### src/rtl/lsu_icb_ctrl_if.sv
// AGU-side ICB command/response and memory-side command/response bundle for lsu_icb_ctrl.
// slave = LSU view, master = execute-stage/memory environment view.
interface lsu_icb_ctrl_if #(
  parameter int AW = 32,
  parameter int DW = 32
);
  logic            agu_icb_cmd_valid;
  logic            agu_icb_cmd_ready;
  logic [AW-1:0]   agu_icb_cmd_addr;
  logic            agu_icb_cmd_read;
  logic [DW-1:0]   agu_icb_cmd_wdata;
  logic [DW/8-1:0] agu_icb_cmd_wmask;
  logic            agu_icb_rsp_valid;
  logic            agu_icb_rsp_ready;
  logic [DW-1:0]   agu_icb_rsp_rdata;
  logic            agu_icb_rsp_err;
  logic            mem_cmd_valid;
  logic            mem_cmd_ready;
  logic [AW-1:0]   mem_cmd_addr;
  logic            mem_cmd_read;
  logic [DW-1:0]   mem_cmd_wdata;
  logic [DW/8-1:0] mem_cmd_wmask;
  logic            mem_rsp_valid;
  logic [DW-1:0]   mem_rsp_rdata;
  logic            mem_rsp_err;
  logic            lsu_busy;

  modport slave (
    input  agu_icb_cmd_valid, agu_icb_cmd_addr, agu_icb_cmd_read, agu_icb_cmd_wdata,
           agu_icb_cmd_wmask, agu_icb_rsp_ready, mem_cmd_ready, mem_rsp_valid,
           mem_rsp_rdata, mem_rsp_err,
    output agu_icb_cmd_ready, agu_icb_rsp_valid, agu_icb_rsp_rdata, agu_icb_rsp_err,
           mem_cmd_valid, mem_cmd_addr, mem_cmd_read, mem_cmd_wdata, mem_cmd_wmask,
           lsu_busy
  );

  modport master (
    output agu_icb_cmd_valid, agu_icb_cmd_addr, agu_icb_cmd_read, agu_icb_cmd_wdata,
           agu_icb_cmd_wmask, agu_icb_rsp_ready, mem_cmd_ready, mem_rsp_valid,
           mem_rsp_rdata, mem_rsp_err,
    input  agu_icb_cmd_ready, agu_icb_rsp_valid, agu_icb_rsp_rdata, agu_icb_rsp_err,
           mem_cmd_valid, mem_cmd_addr, mem_cmd_read, mem_cmd_wdata, mem_cmd_wmask,
           lsu_busy
  );
endinterface

### src/rtl/lsu_icb_ctrl.sv
// Single-outstanding LSU: one AGU command -> one memory transaction -> one LSB-aligned response.
// Latency 3 cycles cmd-to-rsp with zero-wait memory; LSU_TIMEOUT_EN adds a WAIT-state error timeout.
module lsu_icb_ctrl #(
  parameter int AW          = 32,
  parameter int DW          = 32,
  parameter int TIMEOUT_CYC = 255
) (
  input  logic           clk,
  input  logic           rst_n,
  lsu_icb_ctrl_if.slave  bus
);

  typedef enum logic [1:0] {
    IDLE = 2'd0,
    CMD  = 2'd1,
    WAIT = 2'd2,
    RSP  = 2'd3
  } state_t;

  state_t          state;
  state_t          state_nxt;
  logic [AW-1:0]   addr_q;
  logic            read_q;
  logic [DW-1:0]   wdata_q;
  logic [DW/8-1:0] wmask_q;
  logic [DW-1:0]   rdata_q;
  logic            err_q;
  logic            timeout;

`ifdef LSU_TIMEOUT_EN
  localparam int CW = ($clog2(TIMEOUT_CYC + 1) > 8) ? $clog2(TIMEOUT_CYC + 1) : 8;
  logic [CW-1:0] cnt_q;

  always_ff @(posedge clk or negedge rst_n) begin
    if (!rst_n) begin
      cnt_q <= '0;
    end else if (state == CMD && bus.mem_cmd_ready) begin
      cnt_q <= '0;
    end else if (state == WAIT) begin
      cnt_q <= cnt_q + 1'b1;
    end
  end

  // A response arriving on the limit cycle takes priority over the timeout.
  assign timeout = (state == WAIT) && !bus.mem_rsp_valid && (cnt_q == CW'(TIMEOUT_CYC));
`else
  assign timeout = 1'b0;
`endif

  always_ff @(posedge clk or negedge rst_n) begin
    if (!rst_n) begin
      state <= IDLE;
    end else begin
      state <= state_nxt;
    end
  end

  always_comb begin
    state_nxt = state;
    unique case (state)
      IDLE:    if (bus.agu_icb_cmd_valid) state_nxt = CMD;
      CMD:     if (bus.mem_cmd_ready) state_nxt = WAIT;
      WAIT:    if (bus.mem_rsp_valid || timeout) state_nxt = RSP;
      RSP:     if (bus.agu_icb_rsp_ready) state_nxt = IDLE;
      default: state_nxt = IDLE;
    endcase
  end

  always_ff @(posedge clk or negedge rst_n) begin
    if (!rst_n) begin
      addr_q  <= '0;
      read_q  <= 1'b0;
      wdata_q <= '0;
      wmask_q <= '0;
      rdata_q <= '0;
      err_q   <= 1'b0;
    end else begin
      if (state == IDLE && bus.agu_icb_cmd_valid) begin
        addr_q  <= bus.agu_icb_cmd_addr;
        read_q  <= bus.agu_icb_cmd_read;
        wdata_q <= bus.agu_icb_cmd_wdata;
        wmask_q <= bus.agu_icb_cmd_read ? '0 : bus.agu_icb_cmd_wmask;
      end
      if (state == WAIT) begin
        if (bus.mem_rsp_valid) begin
          err_q   <= bus.mem_rsp_err;
          rdata_q <= read_q ? (bus.mem_rsp_rdata >> {addr_q[1:0], 3'b000}) : '0;
        end else if (timeout) begin
          err_q   <= 1'b1;
          rdata_q <= '0;
        end
      end
    end
  end

  assign bus.agu_icb_cmd_ready = (state == IDLE);
  assign bus.mem_cmd_valid     = (state == CMD);
  assign bus.agu_icb_rsp_valid = (state == RSP);
  assign bus.lsu_busy          = (state != IDLE);
  assign bus.mem_cmd_addr      = {addr_q[AW-1:2], 2'b00};
  assign bus.mem_cmd_read      = read_q;
  assign bus.mem_cmd_wdata     = wdata_q;
  assign bus.mem_cmd_wmask     = wmask_q;
  assign bus.agu_icb_rsp_rdata = rdata_q;
  assign bus.agu_icb_rsp_err   = err_q;

endmodule

### src/flat_wrapper.sv
// flat-port wrapper written by rule: the top's interface ports become plain ports
module lsu_icb_ctrl_flat 
#(
  parameter int AW          = 32,
  parameter int DW          = 32,
  parameter int TIMEOUT_CYC = 255
)
  (clk, rst_n, bus_agu_icb_cmd_valid, bus_agu_icb_cmd_addr, bus_agu_icb_cmd_read, bus_agu_icb_cmd_wdata, bus_agu_icb_cmd_wmask, bus_agu_icb_rsp_ready, bus_mem_cmd_ready, bus_mem_rsp_valid, bus_mem_rsp_rdata, bus_mem_rsp_err, bus_agu_icb_cmd_ready, bus_agu_icb_rsp_valid, bus_agu_icb_rsp_rdata, bus_agu_icb_rsp_err, bus_mem_cmd_valid, bus_mem_cmd_addr, bus_mem_cmd_read, bus_mem_cmd_wdata, bus_mem_cmd_wmask, bus_lsu_busy);
  lsu_icb_ctrl_if #(.AW(AW), .DW(DW)) bus_i ();
  input  logic clk;
  input  logic rst_n;
  input wire logic [$bits(bus_i.agu_icb_cmd_valid)-1:0] bus_agu_icb_cmd_valid;
  input wire logic [$bits(bus_i.agu_icb_cmd_addr)-1:0] bus_agu_icb_cmd_addr;
  input wire logic [$bits(bus_i.agu_icb_cmd_read)-1:0] bus_agu_icb_cmd_read;
  input wire logic [$bits(bus_i.agu_icb_cmd_wdata)-1:0] bus_agu_icb_cmd_wdata;
  input wire logic [$bits(bus_i.agu_icb_cmd_wmask)-1:0] bus_agu_icb_cmd_wmask;
  input wire logic [$bits(bus_i.agu_icb_rsp_ready)-1:0] bus_agu_icb_rsp_ready;
  input wire logic [$bits(bus_i.mem_cmd_ready)-1:0] bus_mem_cmd_ready;
  input wire logic [$bits(bus_i.mem_rsp_valid)-1:0] bus_mem_rsp_valid;
  input wire logic [$bits(bus_i.mem_rsp_rdata)-1:0] bus_mem_rsp_rdata;
  input wire logic [$bits(bus_i.mem_rsp_err)-1:0] bus_mem_rsp_err;
  output wire logic [$bits(bus_i.agu_icb_cmd_ready)-1:0] bus_agu_icb_cmd_ready;
  output wire logic [$bits(bus_i.agu_icb_rsp_valid)-1:0] bus_agu_icb_rsp_valid;
  output wire logic [$bits(bus_i.agu_icb_rsp_rdata)-1:0] bus_agu_icb_rsp_rdata;
  output wire logic [$bits(bus_i.agu_icb_rsp_err)-1:0] bus_agu_icb_rsp_err;
  output wire logic [$bits(bus_i.mem_cmd_valid)-1:0] bus_mem_cmd_valid;
  output wire logic [$bits(bus_i.mem_cmd_addr)-1:0] bus_mem_cmd_addr;
  output wire logic [$bits(bus_i.mem_cmd_read)-1:0] bus_mem_cmd_read;
  output wire logic [$bits(bus_i.mem_cmd_wdata)-1:0] bus_mem_cmd_wdata;
  output wire logic [$bits(bus_i.mem_cmd_wmask)-1:0] bus_mem_cmd_wmask;
  output wire logic [$bits(bus_i.lsu_busy)-1:0] bus_lsu_busy;
  assign bus_i.agu_icb_cmd_valid = bus_agu_icb_cmd_valid;
  assign bus_i.agu_icb_cmd_addr = bus_agu_icb_cmd_addr;
  assign bus_i.agu_icb_cmd_read = bus_agu_icb_cmd_read;
  assign bus_i.agu_icb_cmd_wdata = bus_agu_icb_cmd_wdata;
  assign bus_i.agu_icb_cmd_wmask = bus_agu_icb_cmd_wmask;
  assign bus_i.agu_icb_rsp_ready = bus_agu_icb_rsp_ready;
  assign bus_i.mem_cmd_ready = bus_mem_cmd_ready;
  assign bus_i.mem_rsp_valid = bus_mem_rsp_valid;
  assign bus_i.mem_rsp_rdata = bus_mem_rsp_rdata;
  assign bus_i.mem_rsp_err = bus_mem_rsp_err;
  assign bus_agu_icb_cmd_ready = bus_i.agu_icb_cmd_ready;
  assign bus_agu_icb_rsp_valid = bus_i.agu_icb_rsp_valid;
  assign bus_agu_icb_rsp_rdata = bus_i.agu_icb_rsp_rdata;
  assign bus_agu_icb_rsp_err = bus_i.agu_icb_rsp_err;
  assign bus_mem_cmd_valid = bus_i.mem_cmd_valid;
  assign bus_mem_cmd_addr = bus_i.mem_cmd_addr;
  assign bus_mem_cmd_read = bus_i.mem_cmd_read;
  assign bus_mem_cmd_wdata = bus_i.mem_cmd_wdata;
  assign bus_mem_cmd_wmask = bus_i.mem_cmd_wmask;
  assign bus_lsu_busy = bus_i.lsu_busy;
  lsu_icb_ctrl #(.AW(AW), .DW(DW), .TIMEOUT_CYC(TIMEOUT_CYC)) u_core (.clk(clk), .rst_n(rst_n), .bus(bus_i));
endmodule
### config.mk
export PLATFORM = sky130hd
export DESIGN_NAME = lsu_icb_ctrl_flat
export DESIGN_NICKNAME = d
export VERILOG_FILES = /design/src/rtl/lsu_icb_ctrl_if.sv /design/src/rtl/lsu_icb_ctrl.sv /design/src/flat_wrapper.sv
export SDC_FILE = /design/constraint.sdc
export NUM_CORES = 1
export LEC_CHECK = 0
export ABC_AREA = 1
export ABC_CLOCK_PERIOD_IN_PS = 1700
export CAP_MARGIN = 20
export CORE_MARGIN = 2
export CORE_UTILIZATION = 42
export DETAILED_ROUTE_END_ITERATION = 10
export PLACE_DENSITY_LB_ADDON = 0.08
export SYNTH_ARGS = -nofsm -noshare
export SYNTH_HDL_FRONTEND = slang
export SYNTH_SLANG_ARGS = --single-unit
### constraint.sdc
create_clock -name clk -period 1.7 [get_ports clk]
set_input_delay 0.255 -clock clk [delete_from_list [all_inputs] [get_ports clk]]
set_output_delay 0.255 -clock clk [all_outputs]
set_load 0.01 [all_outputs]
==> metrics.yaml <==
clk_pin_slew_ps: 70
synthCells: 582
grt_pass1_vias: 4369
run_status: "finished, final reports clean"
cts-htree-levels: 3
dp_slack_ps: 110
synth_seq_cells: 104
cts_made_buffers: 9
io_pins: 214
clockRootBuffer: "sky130_fd_sc_hd__clkbuf_16"
placement_rows: 38
tns_ps: 0
area.sequential_sq_um: 2600
number_of_warning_messages_in_the_yosys_log: 0
worstSetupPathType: "flop to output port"
vias: 4274
diodes: 0
start_kind: "flop"
clock_sink_count: 104
die-area_sq_um: 12300
timing.critical_path.slowest_cell_delay_ps: 380
p_leak_nw: 3.51
ys_seq_area_share_pct: 54.4
crit_slowest_cell: "sky130_fd_sc_hd__dfrtp_1"
grt_pass1_wl_mm: 21.5
post_synth_instance_area_sq_um: 4780
cp_data_required_time_ps: 1440
grt_usage_pct: 21.8
grt_antenna_before_repair: 0
critical_path.endpoint_type: "output port"
avgRoutedWirePerCell_um: 14.5
final.setup.worst_slack_ps: 81.1
clk_path_buf_depth: 2
placeableCoreArea_sq_um: 11000
worst_pin_slew_ps: 580
yosysUniqueCellTypes: 20
grt_start_max_net_pins: 105
multiInputGateArea_sq_um: 1760
hold_slack_ps: 440
slew_headroom_pct: 61.3
worstHoldPathType: "input pin to flop"
port-buffer-count: 211
nNetsFinal: 873
setup_repair_after_global_routing_missed_its_margin: "false"
final_number_of_setup_violating_endpoints: 0
clk-insertion-delay-late_ps: 340
power-per-cell-area_nw_per_um2: 1720
fin_crit_sh_pct: 95.2
cpLargestDelayFamily: "buffers and inverters"
grt-ovfl-total: 0
final_design_area_no_fill_sq_um: 7130
first_iter_violations: 218
number_of_max_slew_violations_in_the_final_report: 0
worstPathArrival_ps: 1360
route.final.wire_length_mm: 13.2
area_delta_synth_final_pct: 49.1
detail-route-antenna-nets: 0
tritoncts: "built"
drive_gt1_share_pct: 6.41
path_buf_inv: 2
route.detailed.drc: 0
firstDrtPassIters: 4
post-route-util_pct: 64.9
final.fill_count: 919
worst_path_maximum_fanout: 3
timing.final.crit_period_ps: 1620
achievable-frequency_mhz: 618
die_h_um: 111
worstPathCellList: "buf_4 -> ha_1 -> dlygate4sd2_1"
hold_viol_final: 0
post_drt_via_cell_ratio: 4.72
clock-skew-final_ps: 6.50
initial_cell_density_of_the_core_pct: 43.5
dp_hpwl_mm: 9.56
worst_ir_drop_vdd_mv: 0.877
placedInstanceArea_sq_um: 6800
mapped_avg_cell_area_sq_um: 8.21
chipWidth_um: 111
timing.max_cap.violations: 0
gp_congestion: 0.815
==> registers in the layout (all words and copies together), names as in the netlist <==
signal / flops
u_core.bus.mem_cmd_wmask: 4
u_core.bus.mem_cmd_wdata: 32
u_core.bus.agu_icb_rsp_err: 1
u_core.bus.mem_cmd_read: 1
u_core.bus.agu_icb_rsp_rdata: 32
u_core.addr_q: 32
u_core.state: 2
==> cell usage after synthesis <==
cell / n / share of area [%]
sky130_fd_sc_hd__nand2_1: 325 / 26
sky130_fd_sc_hd__dfrtp_1: 104 / 54
sky130_fd_sc_hd__nand3_1: 41 / 4.3
sky130_fd_sc_hd__buf_4: 40 / 6.3
sky130_fd_sc_hd__buf_2: 11 / 1.2
sky130_fd_sc_hd__o21ai_2: 10 / 1.8
sky130_fd_sc_hd__inv_1: 9 / 0.71
sky130_fd_sc_hd__o21ai_0: 9 / 0.94
sky130_fd_sc_hd__and2_1: 8 / 1.0
sky130_fd_sc_hd__clkbuf_1: 8 / 0.63
sky130_fd_sc_hd__ha_1: 5 / 1.3
sky130_fd_sc_hd__inv_2: 2 / 0.16
sky130_fd_sc_hd__nand2_4: 2 / 0.47
sky130_fd_sc_hd__nor2_1: 2 / 0.16
sky130_fd_sc_hd__a21oi_1: 1 / 0.10
sky130_fd_sc_hd__buf_6: 1 / 0.24
sky130_fd_sc_hd__conb_1: 1 / 0.078
sky130_fd_sc_hd__nor2_8: 1 / 0.42
sky130_fd_sc_hd__o21ai_1: 1 / 0.10
sky130_fd_sc_hd__or2_2: 1 / 0.13
==> metal layers <==
metal  global-route usage, %  up-vias  part of all wire (%)
li1                        -     2111                     -
met1                    26.2     1983                    41
met2                    36.7      164                    49
met3                    7.60       16                   8.0
met4                    7.00        0                   1.7
met5                       0        -                     0
==> through the flow <==
step | power, mW | std cells
after global placement | 10.1 | 885
final | 12.2 | 905
after floorplan | 7.50 | 583
after CTS | 12.4 | 905
after global routing | 13.1 | 905
after detailed placement | 10.2 | 885
==> where the power goes <==
part / switching, mW / internal [mW] / total, mW
clock: 0.906 / 1.12 / 2.03
combinational: 2.99 / 3.03 / 6.02
sequential: 0.625 / 3.57 / 4.20
==> worst paths after layout <==
check,startpoint,to,slack [ps],depth (start not counted)
worst max-delay path,u_core.state[0],bus_agu_icb_rsp_valid,80,3
worst min-delay path,bus_agu_icb_cmd_wdata[7],u_core.bus.mem_cmd_wdata[7],440,3
worst max register to register,u_core.state[1],u_core.bus.agu_icb_rsp_rdata[17],160,7
worst min register to register,u_core.addr_q[5],u_core.addr_q[5],480,2
max in group asynchronous,rst_n,u_core.addr_q[21],750,3
min in group asynchronous,rst_n,u_core.bus.agu_icb_rsp_rdata[25],490,3
==> logic make-up after synthesis <==
kind of cell,after synthesis,synth area share [%]
other,1,0.0784
buffers and inverters,71,9.16
and+or+nand+nor,380,32.0
DFF,104,54.4
adders and majority gates,5,1.31
AOI/OAI and AO/OA,21,2.98
==> layout make-up <==
cell class,count,share of cell area [%]
Sequential cell,104,36.5
Multi-Input combinational cell,408,24.7
Timing Repair Buffer,226,31.7
Clock buffer,13,3.79
Inverter,11,0.579
Tap cell,140,2.46
Clock inverter,3,0.333
==> layout by cell type, fill, tap and decap left out <==
cell and n:
sky130_fd_sc_hd__clkbuf_16 9, sky130_fd_sc_hd__and2_1 8, sky130_fd_sc_hd__clkdlybuf4s50_1 206, sky130_fd_sc_hd__dlygate4sd2_1 4, sky130_fd_sc_hd__dfrtp_1 104, sky130_fd_sc_hd__ha_4 1, sky130_fd_sc_hd__buf_12 3, sky130_fd_sc_hd__inv_2 3
sky130_fd_sc_hd__clkinvlp_4 2, sky130_fd_sc_hd__o21ai_2 10, sky130_fd_sc_hd__clkbuf_1 1, sky130_fd_sc_hd__nor2_8 1, sky130_fd_sc_hd__dlygate4sd3_1 1, sky130_fd_sc_hd__o21ai_1 1, sky130_fd_sc_hd__a21oi_1 1, sky130_fd_sc_hd__o21ai_0 9
sky130_fd_sc_hd__inv_6 1, sky130_fd_sc_hd__inv_1 8, sky130_fd_sc_hd__or2_2 1, sky130_fd_sc_hd__buf_4 12, sky130_fd_sc_hd__nand2_4 2, sky130_fd_sc_hd__nand2_1 324, sky130_fd_sc_hd__conb_1 2, sky130_fd_sc_hd__ha_1 4
sky130_fd_sc_hd__nand2_2 1, sky130_fd_sc_hd__nor2_1 2, sky130_fd_sc_hd__nand3_1 41, sky130_fd_sc_hd__clkbuf_8 3
==> worst register-to-register path, cell delays in order, from the launching register on <==
cell                      delay [ps]
sky130_fd_sc_hd__dfrtp_1         380
sky130_fd_sc_hd__buf_4           140
sky130_fd_sc_hd__buf_4           130
sky130_fd_sc_hd__ha_1            240
sky130_fd_sc_hd__nand2_4         120
sky130_fd_sc_hd__nor2_8           60
sky130_fd_sc_hd__nand2_4         210
sky130_fd_sc_hd__o21ai_0         140
==> timing repair <==
action	4_1_cts	5_1_grt
hold buffers	1	0
setup buffers	3	0
endpoints found under the setup margin	4	0
resized for setup	6	0
endpoints found under the hold margin	1	0
Power figures use the tool's default switching activity.
